**src/rtl/score_pkg.sv**
```systemverilog
// score_pkg: shared types, segment codes and helpers
// for the score_display block.
package score_pkg;

    typedef enum logic [1:0] {
        IDLE    = 2'd0,
        CONVERT = 2'd1,
        LOAD    = 2'd2
    } state_t;

    // Active-low gfedcba codes; a 0 lights a segment.
    localparam logic [6:0] SEG_0     = 7'b1000000;
    localparam logic [6:0] SEG_1     = 7'b1111001;
    localparam logic [6:0] SEG_2     = 7'b0100100;
    localparam logic [6:0] SEG_3     = 7'b0110000;
    localparam logic [6:0] SEG_4     = 7'b0011001;
    localparam logic [6:0] SEG_5     = 7'b0010010;
    localparam logic [6:0] SEG_6     = 7'b0000010;
    localparam logic [6:0] SEG_7     = 7'b1111000;
    localparam logic [6:0] SEG_8     = 7'b0000000;
    localparam logic [6:0] SEG_9     = 7'b0010000;
    localparam logic [6:0] SEG_BLANK = 7'b1111111;

    // Largest displayable value, 10^digits - 1.
    function automatic logic [63:0] max_val(input int digits);
        logic [63:0] p;
        p = 64'd1;
        for (int i = 0; i < digits; i++) begin
            p = p * 64'd10;
        end
        return p - 64'd1;
    endfunction

    // One digit code; out-of-range BCD shows blank.
    function automatic logic [6:0] seg_code(
        input logic [3:0] d,
        input logic       blank,
        input logic       active_low
    );
        logic [6:0] c;
        case (d)
            4'd0:    c = SEG_0;
            4'd1:    c = SEG_1;
            4'd2:    c = SEG_2;
            4'd3:    c = SEG_3;
            4'd4:    c = SEG_4;
            4'd5:    c = SEG_5;
            4'd6:    c = SEG_6;
            4'd7:    c = SEG_7;
            4'd8:    c = SEG_8;
            4'd9:    c = SEG_9;
            default: c = SEG_BLANK;
        endcase
        if (blank) begin
            c = SEG_BLANK;
        end
        return active_low ? c : ~c;
    endfunction

endpackage

```
**src/rtl/seg7_encode.sv**
```systemverilog
// seg7_encode: combinational BCD digit to
// seven-segment code with blanking and polarity.
module seg7_encode
    import score_pkg::*;
(
    input  logic [3:0] bcd,
    input  logic       blank,
    input  logic       active_low,
    output logic [6:0] seg
);

    // Pure lookup, shared with the reset encoding.
    always_comb begin
        seg = seg_code(bcd, blank, active_low);
    end

endmodule

```
**src/rtl/score_display.sv**
```systemverilog
// score_display: binary score to registered
// seven-segment digits via serial double-dabble.
module score_display
    import score_pkg::*;
#(
    parameter int DIGITS         = 2,
    parameter int WIDTH          = 32,
    parameter int ACTIVE_LOW_SEG = 1,
    parameter int BLANK_LZ       = 1
) (
    input  logic                  clk,
    input  logic                  rst_n,
    input  logic [WIDTH-1:0]      score,
    input  logic                  score_valid,
    output logic                  busy,
    output logic [7*DIGITS-1:0]   seg_out,
    output logic                  overflow
);

    localparam int CW = $clog2(WIDTH + 1);
    localparam int BW = 4 * DIGITS;
    localparam logic [63:0] MAX64 = max_val(DIGITS);
    localparam bit SAT_EN = (MAX64 < (64'd1 << WIDTH));
    localparam logic [WIDTH-1:0] MAX_W = MAX64[WIDTH-1:0];
    localparam logic POL = (ACTIVE_LOW_SEG != 0);
    localparam logic BLZ = (BLANK_LZ != 0);

    // Display value of 0: digit 0 shown, rest per blanking.
    function automatic logic [7*DIGITS-1:0] rst_code();
        logic [7*DIGITS-1:0] r;
        for (int k = 0; k < DIGITS; k++) begin
            r[7*k +: 7] = seg_code(4'd0, (k != 0) && BLZ, POL);
        end
        return r;
    endfunction

    localparam logic [7*DIGITS-1:0] SEG_RST = rst_code();

    state_t              state_q, state_d;
    logic                pend_q, pend_d;
    logic [WIDTH-1:0]    pend_val_q, pend_val_d;
    logic [CW-1:0]       cnt_q, cnt_d;
    logic [WIDTH-1:0]    shift_q, shift_d;
    logic [BW-1:0]       bcd_q, bcd_d;
    logic                sat_q, sat_d;
    logic                ovf_q, ovf_d;
    logic [7*DIGITS-1:0] seg_q, seg_d;

    logic [BW-1:0]       bcd_adj;
    logic [DIGITS-1:0]   blank;
    logic                lz;
    logic [7*DIGITS-1:0] enc;
    logic [WIDTH-1:0]    cap_src;
    logic                do_cap;
    logic                cap_sat;

    // State register.
    always_ff @(posedge clk or negedge rst_n) begin
        if (!rst_n) begin
            state_q <= IDLE;
        end else begin
            state_q <= state_d;
        end
    end

    // Next-state logic.
    always_comb begin
        state_d = state_q;
        case (state_q)
            IDLE: begin
                if (score_valid) state_d = CONVERT;
            end
            CONVERT: begin
                if (cnt_q == CW'(WIDTH - 1)) state_d = LOAD;
            end
            LOAD: begin
                if (score_valid || pend_q) begin
                    state_d = CONVERT;
                end else begin
                    state_d = IDLE;
                end
            end
            default: state_d = IDLE;
        endcase
    end

    // Outputs decoded from state and output registers.
    always_comb begin
        busy     = (state_q != IDLE);
        seg_out  = seg_q;
        overflow = ovf_q;
    end

    // Add-3 correction of every BCD digit before the shift.
    always_comb begin
        bcd_adj = bcd_q;
        for (int k = 0; k < DIGITS; k++) begin
            if (bcd_q[4*k +: 4] >= 4'd5) begin
                bcd_adj[4*k +: 4] = bcd_q[4*k +: 4] + 4'd3;
            end
        end
    end

    // Leading-zero blanking, scanning down from the top digit.
    always_comb begin
        blank = '0;
        lz    = 1'b1;
        for (int k = DIGITS - 1; k >= 1; k--) begin
            lz       = lz & (bcd_q[4*k +: 4] == 4'd0);
            blank[k] = lz & BLZ;
        end
    end

    for (genvar k = 0; k < DIGITS; k++) begin : g_enc
        seg7_encode u_enc (
            .bcd        (bcd_q[4*k +: 4]),
            .blank      (blank[k]),
            .active_low (POL),
            .seg        (enc[7*k +: 7])
        );
    end

    // Datapath: capture, pending slot, conversion step, load.
    always_comb begin
        pend_d     = pend_q;
        pend_val_d = pend_val_q;
        cnt_d      = cnt_q;
        shift_d    = shift_q;
        bcd_d      = bcd_q;
        sat_d      = sat_q;
        ovf_d      = ovf_q;
        seg_d      = seg_q;
        cap_src    = score;
        do_cap     = 1'b0;
        cap_sat    = 1'b0;
        case (state_q)
            IDLE: begin
                do_cap = score_valid;
            end
            CONVERT: begin
                if (score_valid) begin
                    pend_d     = 1'b1;
                    pend_val_d = score;
                end
                cnt_d   = cnt_q + CW'(1);
                shift_d = shift_q << 1;
                bcd_d   = {bcd_adj[BW-2:0], shift_q[WIDTH-1]};
            end
            LOAD: begin
                seg_d = enc;
                ovf_d = sat_q;
                if (score_valid) begin
                    do_cap = 1'b1;
                end else if (pend_q) begin
                    do_cap  = 1'b1;
                    cap_src = pend_val_q;
                    pend_d  = 1'b0;
                end
            end
            default: ;
        endcase
        if (do_cap) begin
            cap_sat = SAT_EN && (64'(cap_src) > MAX64);
            sat_d   = cap_sat;
            shift_d = cap_sat ? MAX_W : cap_src;
            bcd_d   = '0;
            cnt_d   = '0;
        end
    end

    // Datapath and output registers.
    always_ff @(posedge clk or negedge rst_n) begin
        if (!rst_n) begin
            pend_q     <= 1'b0;
            pend_val_q <= '0;
            cnt_q      <= '0;
            shift_q    <= '0;
            bcd_q      <= '0;
            sat_q      <= 1'b0;
            ovf_q      <= 1'b0;
            seg_q      <= SEG_RST;
        end else begin
            pend_q     <= pend_d;
            pend_val_q <= pend_val_d;
            cnt_q      <= cnt_d;
            shift_q    <= shift_d;
            bcd_q      <= bcd_d;
            sat_q      <= sat_d;
            ovf_q      <= ovf_d;
            seg_q      <= seg_d;
        end
    end

endmodule

```
**config.mk**
```make
export PLATFORM = sky130hd
export DESIGN_NAME = score_display
export DESIGN_NICKNAME = d
export VERILOG_FILES = /design/src/rtl/score_pkg.sv /design/src/rtl/seg7_encode.sv /design/src/rtl/score_display.sv
export SDC_FILE = /design/constraint.sdc
export NUM_CORES = 1
export LEC_CHECK = 0
export ABC_AREA = 1
export BUFFER_PORTS_ARGS = -buffer_cell sky130_fd_sc_hd__buf_2
export CAP_MARGIN = 20
export CORE_MARGIN = 2
export CORE_UTILIZATION = 58
export CTS_CLUSTER_DIAMETER = 120
export DETAILED_ROUTE_END_ITERATION = 6
export GPL_TIMING_DRIVEN = 0
export PLACE_DENSITY = 0.79
export REMOVE_ABC_BUFFERS = 1
export SLEW_MARGIN = 20
export SYNTH_ARGS = -nofsm -noshare
export SYNTH_HDL_FRONTEND = slang
export SYNTH_SLANG_ARGS = --single-unit
```
**constraint.sdc**
```tcl
create_clock -name clk -period 1.8 [get_ports clk]
set_input_delay 0.36 -clock clk [delete_from_list [all_inputs] [get_ports clk]]
set_output_delay 0.36 -clock clk [all_outputs]
set_load 0.03 [all_outputs]
```
==> metrics.md, run 1 <==
| Metric | Value |
|---|---|
| Status | finished, violations left |
| Violations in the final reports | setup timing |
| Mapped Avg Cell Area | 8.54 sq um |
| Clk buf depth | 2 |
| Clk sink count | 97 |
| Worst vdd ir | 0.591 mV |
| Yosys Warn Count | 0 |
| Layout area overhead | 23.1% |
| Height of the die | 93.8 microns |
| Synth cell types | 36 |
| Leak pwr | 2.85 nW |
| Slew Viols, Final | 0 |
| Commonest cells after routing, fill and taps aside | nand2_1 (119), dfrtp_1 (88), inv_1 (71) |
| Commonest non-fill, non-tap cell in the layout | nand2_1 |
| Reg2Reg Capture Point | shift_q[6] |
| Root buffer cell | clkbuf_8 |
| DIE AREA | 0.00881 sq mm |
| Post-synth top flop | dfrtp_1 |
| Critical Path RT | 2.07 ns |
| Average vias per placed instance | 5.49 |
| Number of enable flip-flop cells after synthesis | 0 |
| Cell area after synthesis | 0.00468 sq mm |
| Nets | 674 |
| CP startpoint kind | register |
| Final setup violating endpoints | 12 |
| Drt pass-1 iters | 5 |
| Post-Place Setup Slack | -0.886 ns |
| Worst Path Max Fanout | 7 |
| Grt ovf | 0 |
| CTS Buf Count | 9 |
| Post-synthesis adder-cell area fraction | 0.0294 |
| Fraction of registers with async set/reset | 1.00 |
| Worst r2r src | pend_q |
| Final WL | 11200 microns |
| Arr. time, crit path | 2.24 ns |
| TritonCTS clock tree | done |
| Die width | 93.8 microns |
| Slew headroom | 0.721 |
| Simple-Gate Fraction of Synth Area | 0.189 |
| Drt first-iter violations | 338 |
| Main combinational cell family by area after synthesis | simple AND/OR/NAND/NOR gates |
| Largest net degree at the start of global routing | 74 |
| Fin crit period | 1.97 ns |
| Row count | 32 |
| H-Tree Depth | 3 |
| Global Route Usage Sum | 0.250 |
| Final worst-path cycle share | 1.09 |
| Crit end category | register |
| Worst-path clk slew | 0.10 ns |
| Final Worst Setup Slack | -0.170 ns |
| Hold Crit Class | input pin to register |
| Worst Max-Slew Pin Slew | 0.417 ns |
| Routed Antenna Nets | 0 |
| Detailed Place HPWL | 5900 microns |
| Seq/Total Area, Yosys | 0.521 |
| Residual DRC count | 0 |
| Max Freq | 508 MHz |
| Compound-gate portion of the synthesized area | 0.148 |
| GPL Wtd Cong | 0.851 |
| Hold Path Sink | pend_val_q[25] |
| Insertion delay to the later sink of the worst-skew pair | 0.39 ns |
| Fin. Hold Viols | 0 |
| Post-DR wirelength/cell | 15.2 microns |
| Core area | 0.00777 sq mm |
| Register-to-Register Setup Slack | -0.17 ns |
| Number of port buffers | 50 |
| First-pass GRT wire length | 17100 microns |
| Hold depth | 2 |
| Hold Startpoint | score[25] |
| Final Util | 0.742 |
| Vias in the first global route | 3614 |
| Post-synthesis xor/xnor area fraction | 0.00374 |
| R2r worst-path depth | 13 |
| N_diodes | 0 |
| Top-Level Pins | 51 |
| Mux cell area share after synthesis | 0.0192 |
| Cells after Synth | 548 |
| Initial Util | 0.603 |
| Max Clock Skew | 0.0139 ns |
| PD cells | 1450 mW/mm^2 |
| Initial antenna violation count | 0 |
| Max_cap viols | 0 |
| DR vias | 4037 |
| Yosys reg bits | 97 |
| RSZ-0062 raised after global routing | yes |
| CP Class | register to register |
| Share of cells above drive strength 1 | 0.251 |
-- Yosys cell counts, types with 7 or more instances --
cell type	number	area share
nand3b_1	9	0.014
nand3_1	12	0.013
nor2_1	40	0.032
clkbuf_1	7	0.0056
inv_1	74	0.059
ha_1	11	0.029
nand2_1	125	0.10
o22ai_1	32	0.043
dfrtp_1	89	0.48
dfstp_2	8	0.045
a21oi_1	20	0.021
mux2_2	8	0.019
o21ai_0	52	0.056
buf_2	11	0.012
-- power by group --
group | total [W] | switching (W) | leakage [nW] | internal [W]
Clock | 0.00139 | 0.000864 | 0.0925 | 0.000527
Sequential | 0.00353 | 0.000477 | 1.20 | 0.00306
Combinational | 0.00341 | 0.00211 | 1.56 | 0.00130
Total | 0.00833 | 0.00345 | 2.85 | 0.00488
-- sequential cells by signal, indices dropped and copies added, names as in the netlist --
| register | flops |
|---|---|
| sat_q | 1 |
| state_q | 2 |
| pend_q | 1 |
| seg_out | 14 |
| cnt_q | 6 |
| shift_q | 32 |
| pend_val_q | 32 |
| bcd_q | 8 |
| overflow | 1 |
-- repair_timing --
action | CTS | global route
endpoints found under the setup margin | 87 | 27
pin swaps | 9 | 25
hold buffers | 1 | 0
hold endpoints to repair | 17 | 0
gates cloned | 4 | 4
gates resized for setup | 29 | 35
buffers inserted | 13 | 18
-- stage by stage --
step / TNS (ns) / instance area (sq um) / hold slack [ns] / power (W) / cells
after floorplan: -9.90 / 4560 / 0.0644 / 0.00565 / 526
after global placement: -107.61 / 4940 / 0.457 / 0.00625 / 678
after detailed placement: -35.47 / 5000 / 0.241 / 0.00644 / 680
after CTS: -0.217 / 5480 / 0.220 / 0.00796 / 714
after global routing: -4.38 / 5760 / 0.222 / 0.00891 / 735
final: -1.26 / 5760 / 0.217 / 0.00833 / 735
-- per-layer routing --
metal	share of wire	vias to the layer above	GRT usage
met3	0.051	14	0.0650
met1	0.43	1937	0.343
met5	0	-	0
li1	-	1951	-
met4	0.013	0	0.0857
met2	0.50	135	0.387
-- how the worst max path moves through the flow --
| stage | cells after the start | from | slack, ns | endpoint |
|---|---|---|---|---|
| after floorplan | 4 | state_q[0] | -0.36 | pend_val_q[16] |
| after global placement | 4 | state_q[0] | -0.96 | pend_val_q[16] |
| after detailed placement | 10 | state_q[0] | -0.89 | shift_q[0] |
| after CTS | 12 | state_q[0] | -0.08 | shift_q[0] |
| after global routing | 13 | pend_q | -0.26 | shift_q[1] |
| final | 13 | pend_q | -0.17 | shift_q[6] |
-- worst max-delay path: stages (launching register included) --
cell,delay [ns]
dfrtp_1,0.41
inv_2,0.07
nor2_4,0.05
buf_12,0.13
buf_12,0.12
buf_16,0.13
nand3_1,0.09
nand2_1,0.07
nor2_1,0.12
nand3_1,0.13
nor2_4,0.22
nand4_1,0.15
nand2_1,0.09
nand2_1,0.07
-- cell families (layout without fill, tap and decap cells) --
group / count (synthesis) / after routing
fa+ha+maj: 11 / 11
buf+inv: 102 / 183
compound gates: 123 / 123
flops: 97 / 97
simple gates: 205 / 209
xor+xnor: 2 / 2
mux: 8 / 8
-- final cells by class --
cell class              instances  area (sq um)
inverters                      80           328
repair inverters                2          17.5
multi-input cells             353          1980
well taps                     102           128
flip-flops and latches         97          2440
clock inverters                 7          58.8
repair buffers                 85           686
fillers                       569          2000
clock buffers                   9           124
Power figures use the tool's default switching activity.
==> inputs of run 2 (changes only) <==
- CORE_UTILIZATION: 58 -> 59
- PLACE_DENSITY: 0.79 -> 0.8
- SYNTH_HIERARCHICAL: not set -> 1
==> metrics.md, run 2 <==
| Metric | Value |
|---|---|
| CTS Buf Count | 9 |
| Post-Place Setup Slack | -1.34 ns |
| Hold slack final | 0.236 ns |
| CP Class | register to register |
| Violations in the final reports | setup timing |
| Fin crit period | 1.87 ns |
| Reg2Reg Capture Point | shift_q[0] |
| Leak pwr | 2.96 nW |
| Max Clock Skew | 0.00706 ns |
| # fillers | 647 |
| Register-to-Register Setup Slack | -0.07 ns |
| Cell area after synthesis | 0.00517 sq mm |
| Yosys reg bits | 97 |
| Synth top area cells | dfrtp_1 (43%), nand2_1 (13%), inv_1 (6.1%), o21ai_0 (5.1%), mux2_2 (4.6%) |
| Number of port buffers | 50 |
| Arr. time, crit path | 2.13 ns |
| Initial antenna violation count | 0 |
| R2r worst-path depth | 12 |
| DR vias | 4279 |
| Top-Level Pins | 51 |
| Crit end category | register |
| Slew Viols, Final | 0 |
| Yosys top cell area share | 0.431 |
| Commonest cells in the netlist | nand2_1 (173), dfrtp_1 (89), inv_1 (84), o21ai_0 (53), nand3_1 (35) |
| Commonest cells after routing, fill and taps aside | nand2_1 (171), dfrtp_1 (85), inv_1 (81) |
| Average vias per placed instance | 5.33 |
| Drt first-iter violations | 253 |
| Final worst-path cycle share | 1.04 |
| Post-synth top area cell | dfrtp_1 |
| Insertion delay to the later sink of the worst-skew pair | 0.36 ns |
| First-pass GRT wire length | 18200 microns |
| Worst r2r src | state_q[0] |
| Commonest non-fill, non-tap cell in the layout | nand2_1 |
| Top-count cell post-synth | nand2_1 |
| DIE AREA | 0.00952 sq mm |
| Hold Startpoint | score[24] |
| Yosys Warn Count | 6 |
| Status | finished, violations left |
| Post-DR wirelength/cell | 13.2 microns |
| Fin. Hold Viols | 0 |
| Global Route Usage Sum | 0.231 |
| Fraction of registers with async set/reset | 1.00 |
| TritonCTS clock tree | done |
| Worst Max-Slew Pin Slew | 0.649 ns |
| Detailed Place HPWL | 6500 microns |
| Drt pass-1 iters | 5 |
| Critical Path RT | 2.06 ns |
| Seq/Total Area, Yosys | 0.472 |
| CP startpoint kind | register |
| Largest net degree at the start of global routing | 68 |
| Residual DRC count | 0 |
| Number of enable flip-flop cells after synthesis | 0 |
| Clk buf depth | 2 |
| Initial Util | 0.601 |
| PD cells | 710 mW/mm^2 |
| Max_cap viols | 0 |
| Grt ovf | 0 |
| Max Freq | 533 MHz |
| Cells after Synth | 622 |
| Height of the die | 97.6 microns |
| Final WL | 10600 microns |
| GPL Wtd Cong | 0.816 |
| Root buffer cell | clkbuf_8 |
| Final setup violating endpoints | 11 |
| Hold Path Sink | pend_val_q[24] |
| Worst path cell trace | nor2_4, buf_12, clkbuf_16, buf_4, nand3_1, nand2_1, nor2_1, nand3_2, nor2_4, nand3_4, nand2_2, nand2_1 |
| Synth cell types | 37 |
| Post-DP Area | 0.00544 sq mm |
| Post-route cell area | 0.00602 sq mm |
| Post-Layout Cell Count | 803 |
| H-Tree Depth | 3 |
| Row count | 34 |
| Layout area overhead | 16.5% |
| N_diodes | 0 |
| CP max stage delay | 0.44 ns |
| Hold depth | 2 |
| Post-synth top flop | dfrtp_1 |
| Clk sink count | 97 |
| Placed Instances | 758 |
| Core area | 0.00859 sq mm |
| Worst Path Max Fanout | 5 |
| Final Util | 0.700 |
| Die width | 97.6 microns |
| Vias in the first global route | 4124 |
| Worst-path clk slew | 0.10 ns |
| Nets | 740 |
| Worst vdd ir | 0.443 mV |
| RSZ-0062 raised after global routing | yes |
| Share of cells above drive strength 1 | 0.237 |
| Final Worst Setup Slack | -0.0747 ns |
| Hold Crit Class | input pin to register |
| Mapped Avg Cell Area | 8.31 sq um |
| Slew headroom | 0.567 |
| Routed Antenna Nets | 0 |
| Worst path slowest cell | dfrtp_1 |
[run 2: what timing repair did]
| action | 4_1_cts | 5_1_grt |
|---|---|---|
| endpoints found under the hold margin | 22 | 0 |
| gates resized for setup | 22 | 11 |
| pin swaps | 8 | 9 |
| hold buffers | 1 | 0 |
| cloned | 5 | 2 |
| endpoints found under the setup margin | 63 | 55 |
| setup buffers | 17 | 4 |
[run 2: logic make-up (layout without fill, tap and decap cells)]
kind of cell,Yosys count,after routing,synth area share
buffers and inverters,114,183,0.0988
adders and majority gates,15,15,0.0363
and+or+nand+nor,265,267,0.226
AOI/OAI and AO/OA,106,106,0.116
other,2,4,0.00145
xor gates and xnor gates,2,2,0.00339
muxes,21,21,0.0458
DFF,97,97,0.472
[run 2: layer usage]
layer,share of wire,global-route usage
met4,0.016,0.0673
met1,0.44,0.302
met2,0.50,0.398
met3,0.041,0.0374
met5,0,0
[run 2: layout make-up]
| type | count | area [sq um] | share of cell area |
|---|---|---|---|
| clock buffers | 9 | 124 | 0.0206 |
| repair buffers | 75 | 541 | 0.0898 |
| well taps | 108 | 135 | 0.0224 |
| inverters | 88 | 348 | 0.0578 |
| clock inverters | 7 | 100 | 0.0166 |
| multi-input cells | 415 | 2300 | 0.382 |
| flip-flops and latches | 97 | 2440 | 0.406 |
| repair inverters | 4 | 30.0 | 0.00499 |
[run 2: worst max-delay path: cells and delay by family, from the launching register on]
kind / cells / cell delay, ns
buf+inv: 3 / 0.44
flops: 1 / 0.44
simple gates: 9 / 0.91
[run 2: how the worst max path moves through the flow]
stage	from	end	slack, ns	cells past startpoint
after floorplan	state_q[1]	shift_q[2]	-0.54	8
after global placement	state_q[1]	shift_q[2]	-1.24	8
after detailed placement	state_q[1]	shift_q[2]	-1.34	8
after CTS	state_q[0]	sat_q	0.004	12
after global routing	state_q[0]	sat_q	-0.17	12
final	state_q[0]	shift_q[0]	-0.07	12
[run 2: power breakdown]
part	internal, W	total (W)	switching [W]
sequential	0.00227	0.00231	0.0000436
combinational	0.000138	0.000351	0.000213
clock	0.000799	0.00161	0.000812
total	0.00321	0.00427	0.00107
[run 2: per-stage QoR]
step	power, W	TNS, ns
after floorplan	0.00255	-20.87
after global placement	0.00267	-117.63
after detailed placement	0.00270	-47.34
after CTS	0.00430	0
after global routing	0.00445	-1.62
final	0.00427	-0.268
